**config.mk**
```make
export PLATFORM = sky130hd
export DESIGN_NAME = mole_game_core
export DESIGN_NICKNAME = d
export VERILOG_FILES = /design/src/rtl/mole_game_pkg.sv /design/src/rtl/mole_game_core_ms_timer.sv /design/src/rtl/mole_game_core.sv
export SDC_FILE = /design/constraint.sdc
export NUM_CORES = 1
export LEC_CHECK = 0
export CAP_MARGIN = 10
export CORE_MARGIN = 3
export CORE_UTILIZATION = 30
export CTS_CLUSTER_SIZE = 10
export DETAILED_ROUTE_END_ITERATION = 12
export GPL_TIMING_DRIVEN = 0
export PLACE_DENSITY_LB_ADDON = 0.2
export SYNTH_ARGS = -nofsm -noshare
export SYNTH_HDL_FRONTEND = slang
export SYNTH_SLANG_ARGS = --single-unit
```
**constraint.sdc**
```tcl
create_clock -name clk -period 2.65 [get_ports clk]
set_input_delay 0.53 -clock clk [delete_from_list [all_inputs] [get_ports clk]]
set_output_delay 0.53 -clock clk [all_outputs]
set_load 0.03 [all_outputs]
```
**src/rtl/mole_game_pkg.sv**
```systemverilog
// ============================================================================
// Module   : mole_game_pkg
// Brief    : Shared state encoding, LFSR constants and helpers for the
//            whack-a-mole engine.
// Revision : 1.0
// ============================================================================
`default_nettype none

package mole_game_pkg;

    localparam int STATE_W = 3;
    localparam int MS_W    = 16;
    localparam int IDX_W   = 4;

    typedef enum logic [STATE_W-1:0] {
        IDLE       = 3'd0,
        GAP        = 3'd1,
        SHOW       = 3'd2,
        END_SCREEN = 3'd3
    } state_e;

    localparam logic [15:0] LFSR_SEED = 16'hACE1;
    // Taps 16,14,13,11 of a right-shifting register sit at bits 0,2,3,5.
    localparam logic [15:0] LFSR_TAPS = 16'h002D;

    function automatic logic [15:0] lfsr_next(input logic [15:0] cur);
        return {^(cur & LFSR_TAPS), cur[15:1]};
    endfunction

endpackage

`default_nettype wire

```
**src/rtl/mole_game_core_ms_timer.sv**
```systemverilog
// ============================================================================
// Module   : ms_timer
// Brief    : Prescaler plus millisecond down-counter with a one-cycle done.
// Revision : 1.0
// ============================================================================
`default_nettype none

module ms_timer #(
    parameter int TICK_DIV = 100000,
    parameter int MS_W     = 16
) (
    input  logic            clk,
    input  logic            rst,
    input  logic            restart_i,
    input  logic [MS_W-1:0] load_ms_i,
    output logic            done_o
);

    localparam int            PW       = (TICK_DIV > 1) ? $clog2(TICK_DIV) : 1;
    localparam logic [PW-1:0] PRE_LAST = PW'(TICK_DIV - 1);

    logic [PW-1:0]   pre_q;
    logic [MS_W-1:0] ms_q;
    logic            w_tick;

    assign w_tick = (pre_q == PRE_LAST);
    // Fires on the last cycle of the last millisecond so the consumer
    // changes state exactly load*TICK_DIV cycles after restart.
    assign done_o = w_tick && (ms_q == MS_W'(1));

    always_ff @(posedge clk or posedge rst) begin
        if (rst) begin
            pre_q <= '0;
            ms_q  <= '0;
        end else if (restart_i) begin
            pre_q <= '0;
            ms_q  <= load_ms_i;
        end else if (ms_q != '0) begin
            if (w_tick) begin
                pre_q <= '0;
                ms_q  <= ms_q - MS_W'(1);
            end else begin
                pre_q <= pre_q + PW'(1);
            end
        end
    end

endmodule

`default_nettype wire

```
**src/rtl/mole_game_core.sv**
```systemverilog
// ============================================================================
// Module   : mole_game_core
// Brief    : N-hole whack-a-mole engine: hit edge detect, LFSR mole picker,
//            game FSM, score and lives. Define MOLE_SPEEDUP_EN for the
//            score-driven shrinking visible window.
// Revision : 1.0
// ============================================================================
`default_nettype none

module mole_game_core
    import mole_game_pkg::*;
#(
    parameter int NUM_MOLES     = 4,
    parameter int SCORE_W       = 7,
    parameter int LIVES         = 3,
    parameter int TICK_DIV      = 100000,
    parameter int GAP_MS        = 250,
    parameter int SHOW_MS       = 1000,
    parameter int MIN_SHOW_MS   = 300,
    parameter int SPEED_STEP_MS = 50
) (
    input  logic                 clk,
    input  logic                 reset,
    input  logic [NUM_MOLES-1:0] hit,
    output logic [NUM_MOLES-1:0] mole,
    output logic [SCORE_W-1:0]   score,
    output logic [1:0]           lives,
    output logic [STATE_W-1:0]   state
);

    localparam logic [1:0]      LIVES_INIT = 2'(LIVES);
    localparam logic [MS_W-1:0] GAP_LD     = MS_W'(GAP_MS);

    if (NUM_MOLES < 2 || NUM_MOLES > 8 || LIVES < 1 || LIVES > 3 ||
        MIN_SHOW_MS < 0 || SPEED_STEP_MS < 0) begin : g_bad_cfg
        $error("mole_game_core: illegal parameter set");
    end

    logic [NUM_MOLES-1:0] hit_q, mole_q, mole_d;
    logic                 arm_q;
    logic [15:0]          lfsr_q;
    state_e               state_q, state_d;
    logic [SCORE_W-1:0]   score_q, score_d;
    logic [1:0]           lives_q, lives_d;
    logic [IDX_W-1:0]     prev_q, prev_d;

    logic [NUM_MOLES-1:0] w_rise;
    logic                 w_any, w_good, w_bad;
    logic                 w_restart, w_done;
    logic [MS_W-1:0]      w_load, w_window;
    logic [7:0]           w_raw;
    logic [IDX_W-1:0]     w_idx;

    // arm_q masks the first cycle after reset so a level held through
    // reset is not mistaken for a fresh press.
    assign w_rise = arm_q ? (hit & ~hit_q) : '0;
    assign w_any  = |w_rise;
    assign w_good = |(w_rise & mole_q);
    assign w_bad  = |(w_rise & ~mole_q);

    always_comb begin
        w_raw = lfsr_q[7:0] % 8'(NUM_MOLES);
        if (w_raw[IDX_W-1:0] == prev_q)
            w_idx = (w_raw == 8'(NUM_MOLES - 1)) ? '0 : w_raw[IDX_W-1:0] + IDX_W'(1);
        else
            w_idx = w_raw[IDX_W-1:0];
    end

`ifdef MOLE_SPEEDUP_EN
    logic [31:0] w_cut;
    always_comb begin
        w_cut = 32'(score_q >> 3) * 32'(SPEED_STEP_MS);
        if (32'(SHOW_MS) < 32'(MIN_SHOW_MS) + w_cut)
            w_window = MS_W'(MIN_SHOW_MS);
        else
            w_window = MS_W'(32'(SHOW_MS) - w_cut);
    end
`else
    assign w_window = MS_W'(SHOW_MS);
`endif

    always_comb begin
        state_d   = state_q;
        mole_d    = mole_q;
        score_d   = score_q;
        lives_d   = lives_q;
        prev_d    = prev_q;
        w_restart = 1'b0;
        w_load    = GAP_LD;
        case (state_q)
            IDLE: begin
                mole_d = '0;
                if (w_any) begin
                    score_d   = '0;
                    lives_d   = LIVES_INIT;
                    state_d   = GAP;
                    w_restart = 1'b1;
                end
            end
            GAP: begin
                if (w_done) begin
                    mole_d    = NUM_MOLES'(1) << w_idx;
                    prev_d    = w_idx;
                    state_d   = SHOW;
                    w_restart = 1'b1;
                    w_load    = w_window;
                end
            end
            SHOW: begin
                // A correct rise beats both wrong rises and a same-cycle timeout.
                if (w_good) begin
                    if (score_q != '1)
                        score_d = score_q + SCORE_W'(1);
                    mole_d    = '0;
                    state_d   = GAP;
                    w_restart = 1'b1;
                end else if (w_bad || w_done) begin
                    lives_d = lives_q - 2'd1;
                    if (lives_q == 2'd1) begin
                        mole_d  = '0;
                        state_d = END_SCREEN;
                    end else if (w_done) begin
                        mole_d    = '0;
                        state_d   = GAP;
                        w_restart = 1'b1;
                    end
                end
            end
            END_SCREEN: begin
                mole_d = '0;
                if (w_any) begin
                    lives_d = LIVES_INIT;
                    state_d = IDLE;
                end
            end
            default: state_d = IDLE;
        endcase
    end

    always_ff @(posedge clk or posedge reset) begin
        if (reset) begin
            hit_q   <= '0;
            arm_q   <= 1'b0;
            lfsr_q  <= LFSR_SEED;
            state_q <= IDLE;
            mole_q  <= '0;
            score_q <= '0;
            lives_q <= LIVES_INIT;
            prev_q  <= IDX_W'(NUM_MOLES);
        end else begin
            hit_q   <= hit;
            arm_q   <= 1'b1;
            lfsr_q  <= lfsr_next(lfsr_q);
            state_q <= state_d;
            mole_q  <= mole_d;
            score_q <= score_d;
            lives_q <= lives_d;
            prev_q  <= prev_d;
        end
    end

    ms_timer #(
        .TICK_DIV (TICK_DIV),
        .MS_W     (MS_W)
    ) u_timer (
        .clk       (clk),
        .rst       (reset),
        .restart_i (w_restart),
        .load_ms_i (w_load),
        .done_o    (w_done)
    );

    assign mole  = mole_q;
    assign score = score_q;
    assign lives = lives_q;
    assign state = state_q;

endmodule

`default_nettype wire

```
== Word-level counts from Yosys, hierarchy flattened ==
Index checks and enable logic that the tools add are counted.

* Bits of input ports: 6
* Register bits after elaboration: 74
* Output and inout port bits: 16

* Shifts and indexed selects: 1
* Equality and inequality tests: 19
* Bitwise logic cells: 5
* Mux-type cells: 39
* Add/subtract/negate cells: 5
* Reductions and logical operators: 20

{| class="wikitable"
|+ Operators with widths
! cell !! count
|-
| $mux W17 || 3
|-
| $mux W16 || 3
|-
| $mux W3 || 9
|-
| $mux W4 || 6
|-
| $mux W7 || 3
|-
| $mux W10 || 2
|-
| $add A17 B1 Y17 const B || 1
|-
| $eq A17 B17 Y1 const B || 1
|-
| $eq A16 B1 Y1 const B || 1
|-
| $reduce_bool A16 Y1 || 1
|-
| $reduce_xor A16 Y1 || 1
|-
| $sub A16 B1 Y16 const B || 1
|-
| $ne A2 B2 Y1 const B || 7
|-
| $pmux W7 S2 || 1
|-
| $and A4 B4 Y4 || 3
|-
| $pmux W3 S4 || 1
|-
| $pmux W4 S3 || 1
|-
| $reduce_and A4 Y1 || 3
|-
| $reduce_or A4 Y1 || 3
|-
| $not A4 Y4 || 2
|-
| $reduce_bool A2 Y1 || 4
|-
| $add A7 B1 Y7 const B || 1
|-
| $ne A7 B7 Y1 const B || 1
|-
| $eq A3 B2 Y1 const B || 2
|-
| other kinds (21) || 28
|}

== Logic depth before layout (Yosys ltp) ==
* Depth after elaboration: 11
* Gate-level depth with buffers: 10

== Modules after synthesis ==
From an unflattened synthesis, not the netlist that was laid out.

* Cell total of the unflattened synthesis: 402
* Area total of the unflattened synthesis: 4021.4 µm²

{| class="wikitable"
|+ Modules (own cells, without submodules)
! module !! area each (µm²) !! times used !! sequential area each (µm²) !! cells an instance
|-
| ms_timer || 2062.0 || 1 || 825.8 || 234
|-
| mole_game_core || 1959.4 || 1 || 989.7 || 168
|}

== Worst setup path after synthesis ==
Ideal clock, no wire load.

* Path type: register to register
* From: reg u_timer.pre_q[12]
* To: reg u_timer.pre_q[6]
* Data arrival time: 2.464 ns
* Path buffers: 3
* Data required time: 2.524 ns
* Path slack: 0.061 ns
* Stages on the path, launching flop included: 9
* Setup time: 0.126 ns
* Cell sequence: dfrtp_1 or4b_4 or4_4 or3_1 buf_2 a31oi_4 buf_6 buf_6 a21oi_1

* Longest elaborated chain between the ends: 8
* Elaborated cells between the ends (all ways): 12
* Those cells by class: eq/ne: 1; mux: 8; reduce/logical: 3

{| class="wikitable"
|+ Ends and longest elaborated chain
! what !! RTL line !! source
|-
| start, declared || mole_game_core_ms_timer.sv:22 || <nowiki>logic [PW-1:0] pre_q;</nowiki>
|-
| start signal, assigned || mole_game_core_ms_timer.sv:43 || <nowiki>pre_q <= pre_q + PW'(1);</nowiki>
|-
| $eq A17 B17 Y1 * || mole_game_core_ms_timer.sv:26 || <nowiki>assign w_tick = (pre_q == PRE_LAST);</nowiki>
|-
| $logic_and A1 B1 Y1 || mole_game_core_ms_timer.sv:29 || <nowiki>assign done_o = w_tick && (ms_q == MS_W'(1));</nowiki>
|-
| $mux W1 || mole_game_core.sv:101, mole_game_core.sv:122 ||
|-
| $mux W1 || mole_game_core.sv:119 || <nowiki>if (lives_q == 2'd1) begin</nowiki>
|-
| $mux W1 || mole_game_core.sv:117 || <nowiki>end else if (w_bad || w_done) begin</nowiki>
|-
| $mux W1 || mole_game_core.sv:111 || <nowiki>if (w_good) begin</nowiki>
|-
| $pmux W1 S3 || mole_game_core.sv:90 || <nowiki>case (state_q)</nowiki>
|-
| $mux W17 / $reduce_bool A2 Y1 (equally long branches) || n/a ||
|}

Mark *: on every way between the ends. The rest lies on a longest branch, timed or not. The select of a mux whose other input is x is not followed.
A chain may end at the register's enable or synchronous reset.

== Final worst setup path ==
* From: reg u_timer.pre_q[13]
* To: reg u_timer.ms_q[10]

* Longest elaborated chain between the ends: 9
* Elaborated cells between the ends (all ways): 12
* Those cells by class: eq/ne: 1; mux: 6; reduce/logical: 5

{| class="wikitable"
|+ Ends and longest elaborated chain
! what !! RTL line !! source
|-
| $eq A17 B17 Y1 * || mole_game_core_ms_timer.sv:26 ||
|-
| $logic_and A1 B1 Y1 || mole_game_core_ms_timer.sv:29 ||
|-
| $mux W1 || mole_game_core.sv:101, mole_game_core.sv:122 ||
|-
| $mux W1 || mole_game_core.sv:119 ||
|-
| $mux W1 || mole_game_core.sv:117 ||
|-
| $mux W1 || mole_game_core.sv:111 ||
|-
| $pmux W1 S3 || mole_game_core.sv:90 ||
|-
| $reduce_bool A2 Y1 (no line) || n/a ||
|-
| $reduce_and A2 Y1 (no line) || n/a ||
|-
| end signal, assigned || mole_game_core_ms_timer.sv:37 || <nowiki>ms_q <= load_ms_i;</nowiki>
|-
| end signal, assigned || mole_game_core_ms_timer.sv:41 || <nowiki>ms_q <= ms_q - MS_W'(1);</nowiki>
|-
| end, declared || mole_game_core_ms_timer.sv:23 || <nowiki>logic [MS_W-1:0] ms_q;</nowiki>
|}

Mark *: on every way between the ends. The rest lies on a longest branch, timed or not.

==> impl_metrics.json <==
{
  "outcome": "finished with violations",
  "violations": "setup timing",
  "drc_errors": 0,
  "end_kind": "flip-flop",
  "start_util_pct": 31.1,
  "max_freq_mhz": 364,
  "synth-main-ff-cell": "dfrtp_1",
  "slew_viol_final": 0,
  "num_rows": 40,
  "holdWs_ps": 352,
  "critical_path.cell_chain": "or4b_4, or4_4, or4_4, a31oi_4, buf_6, buf_8, nor2_2",
  "grt_overflow": 0,
  "die-area_um2": 14100,
  "firstDrtPassIters": 4,
  "synth_edf_count": 0,
  "antenna_left": 0,
  "viasPerCell": 5.08,
  "maxCapViolations": 0,
  "clk_pin_slew_ps": 60,
  "grt_max_degree": 46,
  "yosysTopAreaCellShare_pct": 40.1,
  "slowest_delay_ps": 570,
  "synthDistinctLibCells": 57,
  "die_h_um": 119,
  "dpl_cell_area_um2": 4240,
  "antenna_found_initial": 0,
  "relSlewSlack_pct": 44.0,
  "synth.area.top_cells": "dfrtp_1 (40%), dfstp_2 (7.6%), ha_1 (3.9%), xnor2_1 (3.5%), nor2_1 (2.6%)",
  "crit_top_cell": "or4_4",
  "synth.cell_area_um2": 3800,
  "diodes": 0,
  "die_x_um": 119,
  "tritoncts": "built",
  "gp_congestion": 0.840,
  "ys_seq_elements": 72,
  "dpl.hpwl_mm": 6.20,
  "clkLatencyLatePin_ps": 330,
  "slowest_stage": "or4_4",
  "drtIter0Drc": 264,
  "hold_viol": 0,
  "yosys_warnings": 0,
  "post-route-util_pct": 39.5,
  "syn_to_final_growth_pct": 26.8,
  "fin_tns_setup_ps": -1980,
  "setup_slack_ps": -99.9,
  "syn_avg_cell_area_um2": 10.0,
  "wl_per_cell_um": 15.2,
  "numClockSinks": 72,
  "cts_root_buffer": "clkbuf_16",
  "core_region_area_um2": 12200,
  "cts_buffers": 9,
  "rsz0062_at_grt": "true",
  "worstSetupPathType": "flip-flop to flip-flop",
  "ys_seq_area_share_pct": 47.7,
  "grt_use_total_pct": 13.5,
  "synthArstFlopShare_pct": 100,
  "whs_path_depth": 0,
  "finalNetCount": 435,
  "startpoint_type": "flip-flop",
  "cts_hold_buf": 0,
  "synthCells": 380,
  "synth_top_area_cell": "dfrtp_1",
  "max-vdd-ir-drop_mv": 0.254,
  "crit_required_ps": 2860,
  "wl_mm": 8.99,
  "syn-num-nets": 398,
  "finalSetupViolations": 23,
  "htreeDepth": 3,
  "ioPinCount": 22,
  "final_cells": 590,
  "dr_total_vias": 2995,
  "final_cell_area_um2": 4820,
  "clockBufferDepth": 2,
  "dp_cells": 569,
  "min_path_type": "flip-flop to flip-flop",
  "tightest_slew_ps": 835,
  "place.port_buffers": 20,
  "power_leakage_uw": 0.00188,
  "cp_max_fo": 5,
  "period_needed_ps": 2750,
  "drive_gt1_share_pct": 19.2,
  "fin_skew_ps": 10.4,
  "p_per_area_nw_per_um2": 515,
  "grt_pass1_vias": 3047,
  "r2r_cells": 7,
  "period_share_pct": 104,
  "worst-endpoint-arrival_ps": 2960,
  "grt_pass1_wl_mm": 15.4
}
==> state kept, by name, summed over array words and instances (netlist names) <==
signal / cells
hit_q: 4
u_timer.ms_q: 16
score: 7
lfsr_q: 16
u_timer.pre_q: 17
mole: 4
prev_q: 3
state: 2
arm_q: 1
lives: 2
==> routing by layer <==
metal / up-vias / global-route usage, % / routed length (um)
li1: 1475 / - / -
met1: 1463 / 18.5 / 4480
met2: 47 / 20.9 / 4110
met3: 10 / 3.01 / 277
met4: 0 / 4.49 / 124
met5: - / 0 / 0
==> final timing paths <==
| path | start | slack [ps] | end |
|---|---|---|---|
| min reg2reg | lfsr_q[12]$_DFF_PP0_ | 350 | lfsr_q[11]$_DFF_PP1_ |
| max reg2reg | u_timer.pre_q[13]$_DFFE_PP0P_ | -100 | u_timer.ms_q[10]$_DFFE_PP0P_ |
| max in group asynchronous | reset | 1510 | prev_q[2]$_DFFE_PP1P_ |
| max | u_timer.pre_q[13]$_DFFE_PP0P_ | -100 | u_timer.ms_q[10]$_DFFE_PP0P_ |
| min in group asynchronous | reset | 540 | u_timer.ms_q[13]$_DFFE_PP0P_ |
| min | lfsr_q[12]$_DFF_PP0_ | 350 | lfsr_q[11]$_DFF_PP1_ |
==> cell usage in the layout (no fill, tap or decap), types with 12 or more instances in the layout <==
cell	n
a21oi_1	14
clkdlybuf4s50_1	20
dfrtp_1	60
ha_1	12
inv_1	16
nand2_1	21
nand3_1	17
nand4_1	13
nor2_1	15
o21ai_0	16
xnor2_1	15
==> power by group <==
part	switching [uW]	internal (uW)
Sequential	3.77	1100
Clock	441	874
Combinational	38.0	21.3
==> per-stage QoR <==
step	worst slack [ps]	power, uW
after floorplan	60.7	1160
after global placement	-957	1180
after detailed placement	-638	1180
after CTS	-93.1	2520
after global routing	-175	2580
final	-99.9	2480
==> synth_stat cells, drive strengths merged, types with 5 or more instances <==
master,instances
nand2,21
a21oi,15
buf,7
clkbuf,6
or4,6
xnor2,15
nand3,17
nor3b,9
ha,12
nand4,13
o21ai,17
nor3,15
nor2,26
dfstp,11
nand2b,5
or3,9
nor4,15
and3,6
inv,17
xor2,10
dfrtp,61
==> critical path: cells and delay by family, from the launching register on <==
kind,cells,cell delay (ps)
flip-flops,1,410
buffers and inverters,2,320
AO/OA/AOI/OAI,1,210
AND/OR/NAND/NOR,4,1690
==> area by class of cell <==
cell class	count	area, um2
fillers	1256	7390
flip-flops and latches	72	1820
inverters	18	70.1
clock inverters	3	65.1
plain buffers	11	80.1
clock buffers	13	260
repair buffers	28	308
multi-input cells	277	2010
well taps	168	210
==> cells by family after synthesis <==
logic type | count (synthesis) | share of synthesized area [%]
multiplexers | 6 | 1.71
XOR/XNOR | 25 | 5.76
AND/OR/NAND/NOR | 170 | 25.9
AO/OA/AOI/OAI | 62 | 10.9
adder cells (fa/ha/maj) | 12 | 3.95
buffers and inverters | 31 | 3.82
other | 2 | 0.197
flip-flops | 72 | 47.7
==> what timing repair did <==
item,CTS,global route
cloned,2,0
hold endpoints to repair,0,0
buffers inserted,6,0
pin swaps,12,2
resized for setup,34,14
setup endpoints to repair,41,37
No activity file was read; power rests on OpenSTA's default activity.
